[src/rtl/pixel2byte.sv]
// Packs RAW10 pixel groups (4 pixels / 40 bits) into a 16-bit byte stream,
// padding each line end to a word boundary and dropping data before the first vsync.
module pixel2byte #(
    parameter logic [7:0] PAD_BYTE = 8'h00
) (
    input  logic        clk,
    input  logic        resetn,
    input  logic        pixel_vsync,
    input  logic        pixel_vld,
    input  logic        pixel_eol,
    input  logic [39:0] pixel_data,
    output logic        pixel_rdy,
    output logic        raw_vsync,
    output logic        raw_vld,
    output logic [15:0] raw_data,
    input  logic        raw_rdy
);

    logic [7:0] byte_buf_q [8];
    logic [7:0] byte_buf_d [8];
    logic [3:0] byte_cnt_q, byte_cnt_d;
    logic       frame_valid_q, frame_valid_d;
    logic       raw_vsync_q, raw_vsync_d;

    logic [7:0] grp [8];
    logic [7:0] shifted [8];
    logic [3:0] base_cnt;
    logic [3:0] n_app;
    logic       accept, pop, keep, pad;
    int unsigned off;

    assign pixel_rdy = ~frame_valid_q | (byte_cnt_q <= 4'd3);
    assign raw_vld   = (byte_cnt_q >= 4'd2);
    assign raw_data  = {byte_buf_q[1], byte_buf_q[0]};
    assign raw_vsync = raw_vsync_q;

    always_comb begin
        grp[0] = pixel_data[39:32];
        grp[1] = pixel_data[29:22];
        grp[2] = pixel_data[19:12];
        grp[3] = pixel_data[9:2];
        grp[4] = {pixel_data[1:0], pixel_data[11:10], pixel_data[21:20], pixel_data[31:30]};
        grp[5] = PAD_BYTE;
        grp[6] = '0;
        grp[7] = '0;

        accept        = pixel_vld & pixel_rdy;
        pop           = raw_vld & raw_rdy;
        frame_valid_d = frame_valid_q | pixel_vsync;
        raw_vsync_d   = pixel_vsync;
        keep          = accept & frame_valid_d;

        // vsync flushes the buffer and wins over a pop in the same cycle
        if (pixel_vsync) begin
            base_cnt = '0;
        end else if (pop) begin
            base_cnt = byte_cnt_q - 4'd2;
        end else begin
            base_cnt = byte_cnt_q;
        end

        for (int unsigned i = 0; i < 6; i++) begin
            shifted[i] = (pop && !pixel_vsync) ? byte_buf_q[i + 2] : byte_buf_q[i];
        end
        shifted[6] = (pop && !pixel_vsync) ? 8'h00 : byte_buf_q[6];
        shifted[7] = (pop && !pixel_vsync) ? 8'h00 : byte_buf_q[7];

        // base+5 is odd exactly when base is even
        pad        = keep & pixel_eol & ~base_cnt[0];
        n_app      = keep ? (pad ? 4'd6 : 4'd5) : 4'd0;
        byte_cnt_d = base_cnt + n_app;

        off = 0;
        for (int unsigned i = 0; i < 8; i++) begin
            off = i - 32'(base_cnt);
            if (off < 32'(n_app)) begin
                byte_buf_d[i] = grp[off[2:0]];
            end else begin
                byte_buf_d[i] = shifted[i];
            end
        end
    end

    always_ff @(posedge clk or negedge resetn) begin
        if (!resetn) begin
            for (int unsigned i = 0; i < 8; i++) begin
                byte_buf_q[i] <= '0;
            end
            byte_cnt_q    <= '0;
            frame_valid_q <= 1'b0;
            raw_vsync_q   <= 1'b0;
        end else begin
            for (int unsigned i = 0; i < 8; i++) begin
                byte_buf_q[i] <= byte_buf_d[i];
            end
            byte_cnt_q    <= byte_cnt_d;
            frame_valid_q <= frame_valid_d;
            raw_vsync_q   <= raw_vsync_d;
        end
    end

endmodule

[config.mk]
export PLATFORM = sky130hd
export DESIGN_NAME = pixel2byte
export DESIGN_NICKNAME = d
export VERILOG_FILES = /design/src/rtl/pixel2byte.sv
export SDC_FILE = /design/constraint.sdc
export NUM_CORES = 1
export LEC_CHECK = 0
export CORE_ASPECT_RATIO = 0.8
export CORE_MARGIN = 4
export CORE_UTILIZATION = 45
export CTS_CLUSTER_DIAMETER = 80
export CTS_CLUSTER_SIZE = 40
export DETAILED_ROUTE_END_ITERATION = 7
export PLACE_DENSITY = 0.66
export SLEW_MARGIN = 10
export SYNTH_ARGS = -nofsm -noshare
export SYNTH_HDL_FRONTEND = slang
export SYNTH_SLANG_ARGS = --single-unit
[constraint.sdc]
create_clock -name clk -period 8.6 [get_ports clk]
set_input_delay 1.72 -clock clk [delete_from_list [all_inputs] [get_ports clk]]
set_output_delay 1.72 -clock clk [all_outputs]
set_load 0.05 [all_outputs]
Yosys cells after proc, flatten, opt, wreduce, memory -nomap -nowiden:

Cells that the tools add are included.
Widths: inputs -> output; s select.

* flip-flop bits (word level): 70
* input port bits: 46
* output and inout port bits: 19
* word-level logic and storage cells: 109

* add/sub/neg operators: 10
* order comparisons: 18
* mux-type cells: 43
* bitwise operators: 17
* reductions and logical operators: 10

Operators by type and width (number)
* $lt 32x3->1: 8
* $mux 8: 31
* $bmux 8 s3: 8
* $ge 4x4->1 const B: 8
* $not 3->4: 8
* $sub 3x4->5 const A: 4
* $reduce_bool 2->1: 8
* $sub 1x4->5 const A: 2
* $sub 2x4->5 const A: 2
* $mux 4: 2
* $and 1x1->1: 5
* $add 4x3->4: 1
* $ge 4x2->1 const B: 1
* $le 4x2->1 const B: 1
* $sub 4x2->4 const B: 1
* $mux 3: 1
* $mux 2: 1
* $not 1->1: 2
* $or 1x1->1: 2
* $logic_and 1x1->1: 1
* $logic_not 1->1: 1

Depth between registers and ports, before layout:

* depth in word-level cells: 10
* mapped depth: 14
* gate-level depth less buffers: 12

Worst setup path before layout:

Ideal clock, no wire load.

* kind: input -> register
* start: input port raw_rdy
* end: register byte_buf_q[24] (netlist name)
* library setup time: 80 ps
* data arrival time: 4864 ps
* data required time: 8520 ps
* slack: 3656 ps
* stages: 12
* buffers on the path: 2
* cells stage by stage: buf_2 nor2b_1 a21oi_2 nor2_1 inv_1 buf_2 ha_1 xor2_2 inv_1 ha_1 a2111oi_4 mux2i_1

* cells in the longest elaborated chain, start to end: 9
* elaborated cells between the ends (all ways): 16
* classes of those cells: add/sub (1); order compare (1); mux (8); bitwise (4); reduce/logical (2)

Ends and longest elaborated chain
* start: declaration: line 16 `input logic raw_rdy`
* $and 1x1->1 (*): line 48 `pop = raw_vld & raw_rdy;`
* branches (longest 8 deep; another with $lt 32x3->1)
* end signal: indexed assignment: line 94 `byte_buf_q[i] <= byte_buf_d[i];`
* end: declaration: line 19 `logic [7:0] byte_buf_q [8];`

Mark *: on every way between the ends. The select of a mux whose other input is x is not followed.
A chain may end at the register's enable or synchronous reset.

Final worst setup path:

* start: input port raw_rdy
* end: register byte_buf_q, in the netlist raw_data[1]

* cells in the longest elaborated chain, start to end: 9
* elaborated cells between the ends (all ways): 16
* classes of those cells: add/sub (1); order compare (1); mux (8); bitwise (4); reduce/logical (2)

Ends and longest elaborated chain (line)
* $and 1x1->1 (*): 48
* branches (longest 8 deep; another with $lt 32x3->1)

Marked as above.

==> impl_metrics.tcl <==
set metrics [dict create \
    synth_cell_types 56 \
    via_per_inst 6.03 \
    grt_busiest_layer "met2" \
    synth-seq-cells 70 \
    path_cells "clkdlybuf4s50_1, o21a_1, a21oi_2, nor2_1, inv_1, ha_1, ha_1, a21o_1, a2111oi_4, mux2i_1" \
    r2r_cells 9 \
    place_area_um2 6490 \
    worstMarginPinSlew_ns 1.14 \
    nFillCells 1097 \
    wl_um 18300 \
    synth_nets 661 \
    synth_area_um2 5840 \
    synth_edf_count 0 \
    crit_fanout 18 \
    yosysTopAreaCell "dfrtp_1" \
    yosysWarnings 0 \
    hpwl_um 13200 \
    timing.rr.start "byte_cnt_q[1]$_DFF_PN0_" \
    fin_area_um2 6770 \
    min_path_cells 1 \
    die_area_um2 14900 \
    clk_latency_ns 0.35 \
    start_util_pct 47.0 \
    cpMostUsedCell "ha_1" \
    arrival_ns 7.07 \
    dr.pass1.iters 8 \
    leakagePower_uw 0.00329 \
    synth_common_cells "161 x mux2i_1, 70 x dfrtp_1, 45 x nand2_1, 33 x inv_1, 32 x a21oi_1" \
    ioPinCount 65 \
    grt_first_pass_wirelength_um 28000 \
    ir_worst_vdd_v 0.000209 \
    drtAntennaViolNets 0 \
    post_cts_resized 0 \
    detail_route.iter0.violations 511 \
    wl_per_cell_um 22.9 \
    ys_top_cells_by_area "dfrtp_1 30%, mux2i_1 28%, ha_1 5.8%" \
    grt_remaining_overflow 0 \
    register_area_um2 1750 \
    hold_buffers 0 \
    coreArea_um2 12400 \
    layout_min_cycle_time_ns 6.80 \
    synth_flop_cell "dfrtp_1" \
    fin_hold_ws_ns 0.506 \
    critical_path.startpoint "raw_rdy" \
    fin_tns_setup_ns 0 \
    numCtsBuffers 9 \
    min-delay-start "frame_valid_q$_DFF_PN0_" \
    max-cap-violations 0 \
    clkTransAtPathRegs_ns 0.06 \
    critical_path.max_stage_delay_ns 1.03 \
    synth_top_cell_area_share_pct 30.0 \
    worst_ep_required_time_ns 8.87 \
    clockRootBuffer "clkbuf_16" \
    ctsHtreeMaxLevel 3 \
    postSynth.asyncResetShare_pct 100 \
    p_per_area_nw_per_um2 379 \
    relSlewSlack_pct 24.2 \
    via_count 4802 \
    synth_seq_area_share_pct 30.0 \
    synth.most_common_cell "mux2i_1" \
    cts.sink_count 70 \
    grt_pass1_vias 4751 \
    drc 0 \
    setup_viol 0 \
    critPathLaunchType "input port" \
    hold_viol 0 \
    clk_path_buf_depth 2 \
    final_max_slew_viol_count 0 \
    slowest_stage "clkdlybuf4s50_1" \
    die_w_um 135 \
    critical_path.endpoint_type "flip-flop" \
    grtUsageMet1_pct 36.6 \
    rsz0062_at_grt "false" \
    die_h_um 110 \
    port_buffers 64 \
    postCtsSetupBuffers 0 \
    min_period_over_period_pct 79.0 \
    gp_congestion 0.932 \
    use_met3_pct 4.99 \
    grt.total_usage_pct 25.1 \
    cts_tree "done" \
    fmax_mhz 147 \
    finClkSkew_ns 0.00781 \
    netlist_instances 586 \
    grt_antenna_before_repair 0 \
    areaGrowthSynthToFinish_pct 15.9 \
    met2_usage_pct 37.0 \
    syn_area_per_cell_um2 9.97 \
    drive_gt1_share_pct 7.36 \
    layout.nets 695 \
    status "complete, no violations" \
    multi_input_area_um2 3690 \
    worst-setup-path-type "in2reg" \
    holdCritPathClass "reg2reg" \
    rows 36 \
    grt_max_degree 71 \
]
## sequential cells by signal, summed over array words and instances, names as in the netlist
register / cells
byte_buf_q: 48
byte_cnt_q: 4
frame_valid_q: 1
raw_data: 16
raw_vsync: 1
## routing by layer
layer	up-vias	routed length [um]
met3	29	1360
met5	-	0
li1	2214	-
met1	2347	8540
met2	212	7850
met4	0	493
## logic make-up after synthesis
group / count (synthesis) / synth area share [%]
xor gates and xnor gates: 11 / 2.03
adders and majority gates: 29 / 6.47
muxes: 161 / 27.6
DFF: 70 / 30.0
buffers and inverters: 85 / 6.94
and+or+nand+nor: 112 / 10.3
AOI/OAI and AO/OA: 118 / 16.7
## critical path: cells and delay by family
family	cells	cell delay, ns
and+or+nand+nor	1	0.53
adders and majority gates	2	1.07
AOI/OAI and AO/OA	4	1.90
muxes	1	0.27
buffers and inverters	2	1.56
## final timing paths
path	to	slack, ns
worst min register to register	frame_valid_q$_DFF_PN0_	0.51
worst max-delay path	raw_data[1]$_DFFE_PN0P_	1.80
max in group asynchronous	byte_cnt_q[0]$_DFF_PN0_	6.51
worst min-delay path	frame_valid_q$_DFF_PN0_	0.51
worst max register to register	raw_data[1]$_DFFE_PN0P_	3.62
min in group asynchronous	raw_data[3]$_DFFE_PN0P_	1.49
## power breakdown
group / switching (uW) / total (uW) / internal (uW)
logic: 980 / 1630 / 655
clock network: 152 / 357 / 204
registers: 107 / 574 / 467
## layout make-up
cell class | count | area share, %
inverters | 37 | 2.07
well taps | 171 | 3.16
clock buffers | 10 | 3.53
flip-flops and latches | 70 | 25.9
repair buffers | 71 | 10.2
diodes | 1 | 0.0369
clock inverters | 6 | 0.665
multi-input cells | 431 | 54.5
## through the flow
| step | worst slack [ns] | total power (uW) | std cells | util, % |
|---|---|---|---|---|
| after floorplan | 3.66 | 1810 | 586 | - |
| after global placement | 1.81 | 2140 | 780 | 52.2 |
| after detailed placement | 1.52 | 2190 | 780 | 52.2 |
| after CTS | 1.91 | 2560 | 796 | 54.5 |
| after global routing | 1.54 | 2720 | 796 | 54.5 |
| final | 1.80 | 2570 | 797 | 54.5 |
## cell usage in the layout, fill, tap and decap left out, types with 2 or more instances in the layout
cell and count:
mux2i_1 161, dfrtp_1 70, clkdlybuf4s50_1 63, nand2_1 45, inv_1 33, a21oi_1 32, ha_1 27, a221o_1 24
and3_1 17, and2_1 17, o211ai_1 16, nor2b_1 11, nor2_1 9, a211oi_1 9, clkbuf_16 9, a222oi_1 8
a22oi_1 8, buf_4 8, xnor2_1 7, a21o_1 3, a2111oi_4 3, clkinvlp_4 3, o21a_1 2, inv_2 2
xor2_2 2, clkinv_2 2, nand3_2 2, fa_1 2, inv_6 2
Power figures use the tool's default switching activity.
